### config.mk
export PLATFORM = sky130hd
export DESIGN_NAME = decode_stage
export DESIGN_NICKNAME = d
export VERILOG_FILES = /design/src/rtl/decode_stage.sv
export SDC_FILE = /design/constraint.sdc
export NUM_CORES = 1
export LEC_CHECK = 0
export ABC_AREA = 1
export ABC_CLOCK_PERIOD_IN_PS = 2900
export BUFFER_PORTS_ARGS = -buffer_cell sky130_fd_sc_hd__buf_2
export CORE_ASPECT_RATIO = 0.6
export CORE_UTILIZATION = 40
export CTS_CLUSTER_SIZE = 28
export DETAILED_ROUTE_END_ITERATION = 8
export GPL_ROUTABILITY_DRIVEN = 0
export PLACE_DENSITY = 0.74
export SLEW_MARGIN = 20
export SYNTH_ARGS = -nofsm -noshare
export SYNTH_HDL_FRONTEND = slang
export SYNTH_SLANG_ARGS = --single-unit
### constraint.sdc
create_clock -name clk -period 2.9 [get_ports clk]
set_input_delay 0.435 -clock clk [delete_from_list [all_inputs] [get_ports clk]]
set_output_delay 0.435 -clock clk [all_outputs]
set_load 0.05 [all_outputs]
### src/rtl/decode_stage.sv
// Decode stage: captures one instruction per valid/ready handshake and presents its
// register indices, class, immediate and write enable to Execute one cycle later.
module decode_stage (
   input  logic        clk,
   input  logic        Rst,
   input  logic [31:0] ins,
   input  logic [15:0] pres_addr,
   input  logic        in_valid,
   output logic        in_ready,
   input  logic        flush,
   input  logic        out_ready,
   output logic        out_valid,
   output logic [15:0] pc_out,
   output logic [4:0]  rs1,
   output logic [4:0]  rs2,
   output logic [4:0]  rd,
   output logic [2:0]  funct3,
   output logic        funct7b5,
   output logic [3:0]  cls,
   output logic [31:0] imm,
   output logic [15:0] branoff,
   output logic        rd_we,
   output logic        illegal,
   output logic [15:0] dec_count
);

   typedef enum logic [3:0] {
      CLS_NOP    = 4'd0,
      CLS_LUI    = 4'd1,
      CLS_AUIPC  = 4'd2,
      CLS_JAL    = 4'd3,
      CLS_JALR   = 4'd4,
      CLS_BRANCH = 4'd5,
      CLS_LOAD   = 4'd6,
      CLS_STORE  = 4'd7,
      CLS_OPIMM  = 4'd8,
      CLS_OP     = 4'd9,
      CLS_SYSTEM = 4'd10
   } cls_t;

   logic        accept;
   cls_t        dec_cls;
   logic [31:0] dec_imm;
   logic        dec_we;
   logic        dec_illegal;
   logic [31:0] imm_i, imm_s, imm_b, imm_u, imm_j;

   assign in_ready = !out_valid || out_ready;
   assign accept   = in_valid && in_ready && !flush;

   assign imm_i = {{20{ins[31]}}, ins[31:20]};
   assign imm_s = {{20{ins[31]}}, ins[31:25], ins[11:7]};
   assign imm_b = {{19{ins[31]}}, ins[31], ins[7], ins[30:25], ins[11:8], 1'b0};
   assign imm_u = {ins[31:12], 12'b0};
   assign imm_j = {{11{ins[31]}}, ins[31], ins[19:12], ins[20], ins[30:21], 1'b0};

   // Opcodes whose low bits are not 2'b11 never match a case item and fall to illegal.
   always_comb begin
      dec_cls     = CLS_NOP;
      dec_imm     = 32'd0;
      dec_we      = 1'b0;
      dec_illegal = 1'b0;
      case (ins[6:0])
         7'b0110111: begin dec_cls = CLS_LUI;    dec_imm = imm_u; dec_we = 1'b1; end
         7'b0010111: begin dec_cls = CLS_AUIPC;  dec_imm = imm_u; dec_we = 1'b1; end
         7'b1101111: begin dec_cls = CLS_JAL;    dec_imm = imm_j; dec_we = 1'b1; end
         7'b1100111: begin
            if (ins[14:12] == 3'b000) begin
               dec_cls = CLS_JALR;
               dec_imm = imm_i;
               dec_we  = 1'b1;
            end else begin
               dec_illegal = 1'b1;
            end
         end
         7'b1100011: begin dec_cls = CLS_BRANCH; dec_imm = imm_b; end
         7'b0000011: begin dec_cls = CLS_LOAD;   dec_imm = imm_i; dec_we = 1'b1; end
         7'b0100011: begin dec_cls = CLS_STORE;  dec_imm = imm_s; end
         7'b0010011: begin dec_cls = CLS_OPIMM;  dec_imm = imm_i; dec_we = 1'b1; end
         7'b0110011: begin dec_cls = CLS_OP;     dec_we = 1'b1; end
         7'b1110011: begin dec_cls = CLS_SYSTEM; end
         default:    dec_illegal = 1'b1;
      endcase
      // The canonical NOP is reported as class 0 rather than as an OPIMM.
      if (ins == 32'h0000_0013) begin
         dec_cls = CLS_NOP;
         dec_imm = 32'd0;
         dec_we  = 1'b0;
      end
      if (ins[11:7] == 5'd0) begin
         dec_we = 1'b0;
      end
   end

   always_ff @(posedge clk) begin
      if (!Rst) begin
         out_valid <= 1'b0;
         pc_out    <= 16'd0;
         rs1       <= 5'd0;
         rs2       <= 5'd0;
         rd        <= 5'd0;
         funct3    <= 3'd0;
         funct7b5  <= 1'b0;
         cls       <= 4'd0;
         imm       <= 32'd0;
         branoff   <= 16'd0;
         rd_we     <= 1'b0;
         illegal   <= 1'b0;
         dec_count <= 16'd0;
      end else begin
         if (flush) begin
            out_valid <= 1'b0;
         end else if (accept) begin
            out_valid <= 1'b1;
         end else if (out_ready) begin
            out_valid <= 1'b0;
         end
         // Fields only change on accept, so a stalled output stays put.
         if (accept) begin
            pc_out    <= pres_addr;
            rs1       <= ins[19:15];
            rs2       <= ins[24:20];
            rd        <= ins[11:7];
            funct3    <= ins[14:12];
            funct7b5  <= ins[30];
            cls       <= dec_cls;
            imm       <= dec_imm;
            branoff   <= dec_imm[15:0];
            rd_we     <= dec_we;
            illegal   <= dec_illegal;
            dec_count <= dec_count + 16'd1;
         end
      end
   end

endmodule

## Word-level counts from Yosys, hierarchy flattened

Index checks and enable logic that the tools add are counted.

| cells by class | value |
|---|---|
| bitwise logic cells | 1 |
| mux-type cells | 14 |
| equal/unequal tests | 11 |
| add/sub/neg operators | 1 |
| reduce and logical (&&, ||, !) cells | 13 |

Operators with widths:

| operator | number |
|---|---|
| 32-bit one-hot mux with 6 select lines | 1 |
| 32-bit 2-to-1 mux | 2 |
| 4-bit one-hot mux with 10 select lines | 1 |
| 32-bit by 5-bit equality test with 1-bit output (second input constant) | 1 |
| 7-bit equality test (second input constant) | 4 |
| 7-bit by 6-bit equality test with 1-bit output (second input constant) | 3 |
| 16-bit by 1-bit adder with 16-bit output (second input constant) | 1 |
| 7-bit by 5-bit equality test with 1-bit output (second input constant) | 2 |
| 9-bit OR reduction | 1 |
| 7-bit by 2-bit equality test with 1-bit output (second input constant) | 1 |
| 1-bit 2-to-1 mux | 6 |
| 2-bit OR reduction | 3 |
| 6-bit OR reduction | 1 |
| 5-bit zero test | 1 |
| 4-bit 2-to-1 mux | 1 |
| 1-bit one-hot mux with 2 select lines | 2 |
| 3-bit zero test | 1 |
| 3-bit 2-to-1 mux | 1 |
| 1-bit logical AND | 2 |
| 1-bit zero test | 2 |
| 2-bit nonzero test | 1 |
| 1-bit logical OR | 1 |
| 1-bit inverter | 1 |

| storage, ports and cells | value |
|---|---|
| input port bits | 53 |
| register bits | 106 |
| word-level logic and storage cells | 53 |
| output and inout port bits | 107 |

## Depth between registers and ports, before layout

| logic depth | value |
|---|---|
| depth after elaboration | 5 |
| gate-level depth with buffers | 11 |
| gate-level depth less buffers | 10 |

## Worst setup path before layout

OpenSTA, ideal clock, no wires.

| timing path | value |
|---|---|
| kind | reg-to-reg |
| from | register out_valid |
| to | register imm[25] |
| path buffers | 3 |
| path slack | 0.806 ns |
| setup time | 0.143 ns |
| stages on the path, launching flop included | 9 |
| data arrival time | 1.950 ns |
| period minus slack after synthesis | 2.094 ns |
| required time | 2.757 ns |
| cells stage by stage | dfxtp_1 > nand2_1 > nand2_1 > buf_2 > inv_1 > buf_2 > buf_2 > nand2_1 > a21oi_2 |

| on the way | value |
|---|---|
| word-level cells in the longest chain between the ends | 4 |

Ends and longest elaborated chain:

| item | RTL line | RTL |
|---|---|---|
| from (decl) | 12 | `output logic out_valid,` |
| from (signal assigned) | 97 | `out_valid <= 1'b0;` |
| from (signal assigned) | 112 | `out_valid <= 1'b0;` |
| from (signal assigned) | 114 | `out_valid <= 1'b1;` |
| 1-bit zero test | 48 | `assign in_ready = !out_valid \|\| out_ready;` |
| 1-bit logical OR | 48 |  |
| via in_ready | 9 | `output logic in_ready,` |
| 1-bit logical AND (2 in a row) | 49 | `assign accept = in_valid && in_ready && !flush;` |
| to (signal assigned) | 127 | `imm <= dec_imm;` |
| to (decl) | 20 | `output logic [31:0] imm,` |

The timed path passes the listed nets, and every way through them passes these cells.
A chain may end at the register's enable or synchronous reset.

## Worst setup path after layout

| timing path | value |
|---|---|
| from | register out_valid |
| to | register dec_count[13] |

| on the way | value |
|---|---|
| word-level cells in the longest chain between the ends | 4 |

Ends and longest elaborated chain:

| item | RTL line | RTL |
|---|---|---|
| 1-bit zero test | 48 |  |
| 1-bit logical OR | 48 |  |
| 1-bit logical AND (2 in a row) | 49 |  |
| to (signal assigned) | 131 | `dec_count <= dec_count + 16'd1;` |
| to (decl) | 24 | `output logic [15:0] dec_count` |

No other way between the ends.

==> flow_summary.yaml <==
detailed_routing:
  drc: 0
  vias_per_cell: 4.96
  firstDrtPassIters: 4
  drtAntennaViolNets: 0
  vias: 4715
  drtIter0Drc: 411
  wire_per_inst_um: 14.2
  wirelength_mm: 13.5
placement:
  dp_hpwl_mm: 9.65
  numPortBuffers: 159
logic_synthesis:
  synth-main-ff-cell: "dfxtp_1"
  yosysTopAreaCell: "dfxtp_1"
  synth_top_family_by_area: "simple AND/OR/NAND/NOR gates"
  syn-num-nets: 731
  synth-xor-area-share_pct: 0.192
  synth_compound_area_share_pct: 16.2
  synthCells: 677
  synthDominantCellAreaShare_pct: 39.5
  synth_common_cells: "nand2_1 (177), nor2_1 (109), dfxtp_1 (90)"
  synth.area.mux_share_pct: 0
  synth_fa_ha_area_share_pct: 0.274
  synth_area_leaders: "dfxtp_1 (40%), nand2_1 (15%), nor2_1 (9.0%)"
  netlist_area_um2: 4560
  async_flop_share_pct: 0
  ys_warn_count: 0
  ys_ff_latch: 90
  syn_avg_cell_area_um2: 6.74
  synth-seq-area-share_pct: 39.5
  ys_types: 30
  synth.most_common_cell: "nand2_1"
  yosys.area_share.simple_pct: 32.9
  synth_edf_count: 0
clock_network:
  clk_latency_ns: 0.35
  postCtsResizedCells: 0
  cts_tree: "yes"
  clkSlewWorstSetupHoldPaths_ns: 0.06
  cts_sinks: 90
  cts_made_buffers: 9
  post_cts_buffers: 0
  ctsHoldBuffers: 0
  clockBufferDepth: 2
  cts_htree_levels: 3
  cts_root_buf: "clkbuf_16"
sta:
  relSlewSlack_pct: 55.0
  hold_viol: 0
  setup_viol: 0
  fin_crit_ns: 1.86
  post-route-period-util_pct: 64.2
  rsz0062_at_grt: "no"
  skew_ns: 0.00841
  whs_ns: 0.272
  setup_tns_ns: 0
  fmax_mhz: 537
  worst_slew_pin_slew_ns: 0.674
  drv_slew: 0
global_route:
  grt_start_max_net_pins: 46
  grt_overflow: 0
  grt_pass1_wl_mm: 20.9
  antenna_found_initial: 0
  first_global_vias: 3968
  globalRouteTotalUtil_pct: 22.7
worst_setup_path:
  endpoint_kind: "flop"
  required_ns: 3.10
  worstSetupStartpointType: "flop"
  path_class: "flop to flop"
  crit_fanout: 26
  crit_arrival_ns: 2.06
pwr:
  pwr-share-clk_pct: 42.3
  p_int_w: 0.00220
  pwr-share-comb_pct: 15.3
  ir_drop_uv: 294
  switching_share_pct: 28.5
  p_leak_nw: 2.79
  p_sw_w: 0.000875
  p_per_area_nw_per_um2: 544
  sequentialPowerShare_pct: 42.4
job:
  cap_viol_max_count: 0
final_layout:
  nets: 861
  fillers: 1122
  utilization_pct: 52.2
  seqCellArea_um2: 1800
  layout-drive-gt1-share_pct: 27.6
  num_antenna_cells: 0
  multi_input_area_um2: 2260
  syn2layout_area_growth_pct: 23.6
floorplanning:
  die_h_um: 84.7
  initial_core_util_pct: 42.2
  io_pins: 160
  fp.coreArea_um2: 10800
  rows: 29
  die_area_um2: 11800
  die_w_um: 140
hold_path:
  hp-class: "primary input to flop"
status:
  status: "finished, final reports clean"
power groups by stage:
stage	combinational [W]	clock, W	sequential (W)
finish	0.000469	0.00130	0.00130
global route	0.000501	0.00138	0.00131
CTS	0.000469	0.00132	0.00130
detailed placement	0.000467	0	0.00133
global placement	0.000466	0	0.00133
floorplan	0.000178	0	0.00148
stage by stage:
step | std cells | worst slack (ns) | area [um2] | power [W]
after floorplan | 677 | 0.806 | 4560 | 0.00166
after global placement | 935 | 0.886 | 5310 | 0.00179
after detailed placement | 935 | 0.811 | 5310 | 0.00180
after CTS | 951 | 1.03 | 5640 | 0.00309
after global routing | 951 | 0.813 | 5640 | 0.00319
final | 951 | 1.04 | 5640 | 0.00307
cells in the final DEF, fill, tap and decap left out, types with 4 or more instances in the layout:
cell	Yosys	final
a21boi_0	5	5
a21oi_1	48	48
o21ai_0	48	48
nor2_4	4	4
a21oi_2	21	21
buf_4	18	7
nor2_1	109	109
inv_2	3	4
nand2_1	177	176
dfxtp_1	90	90
nand4_1	10	10
nand2_2	8	9
inv_1	51	50
nor3_1	7	7
buf_2	9	159
clkbuf_16	0	9
nand3_1	35	35
layer usage:
layer  share of wire, %  global-route usage [%]  vias up
li1                   -                       -     2411
met1                 51                    33.6     2099
met2                 39                    32.4      190
met3                8.8                    5.76       15
met4                1.0                    5.29        0
met5                  0                       0        -
critical path, cell delays in order, from the launching register on:
cell     delay (ns)
dfxtp_1        0.31
nand2_1        0.11
nand2_2        0.33
nor2_1         0.28
nand2_1        0.11
nor2_1         0.26
nand2_1        0.11
xor2_1         0.14
nor2_1         0.05
layout make-up:
class,count,area share [%]
inverters,54,3.59
well taps,139,3.08
repair buffers,167,15.4
multi-input cells,485,40.1
clock buffers,12,4.55
flip-flops and latches,90,32.0
clock inverters,4,1.31
cells by family (layout without fill, tap and decap cells):
group / count (synthesis) / in the layout
DFF: 90 / 90
buffers and inverters: 102 / 237
xor gates and xnor gates: 1 / 1
and+or+nand+nor: 356 / 356
AOI/OAI and AO/OA: 127 / 127
adders and majority gates: 1 / 1
path summary, 6_finish.rpt:
kind / from / endpoint / depth (start not counted) / slack, ns
hold reg to reg: cls[1] / cls[1] / 2 / 0.47
setup reg to reg: out_valid / dec_count[13] / 8 / 1.04
hold / removal: flush / out_valid / 2 / 0.27
setup / recovery: out_valid / dec_count[13] / 8 / 1.04
flip-flops by register name, summed over array words and instances, names as in the netlist:
name       count
cls            4
dec_count     16
imm           32
illegal        1
rs1            5
out_valid      1
rs2            5
rd_we          1
funct3         3
pc_out        16
funct7b5       1
rd             5
No activity file was read; power rests on OpenSTA's default activity.
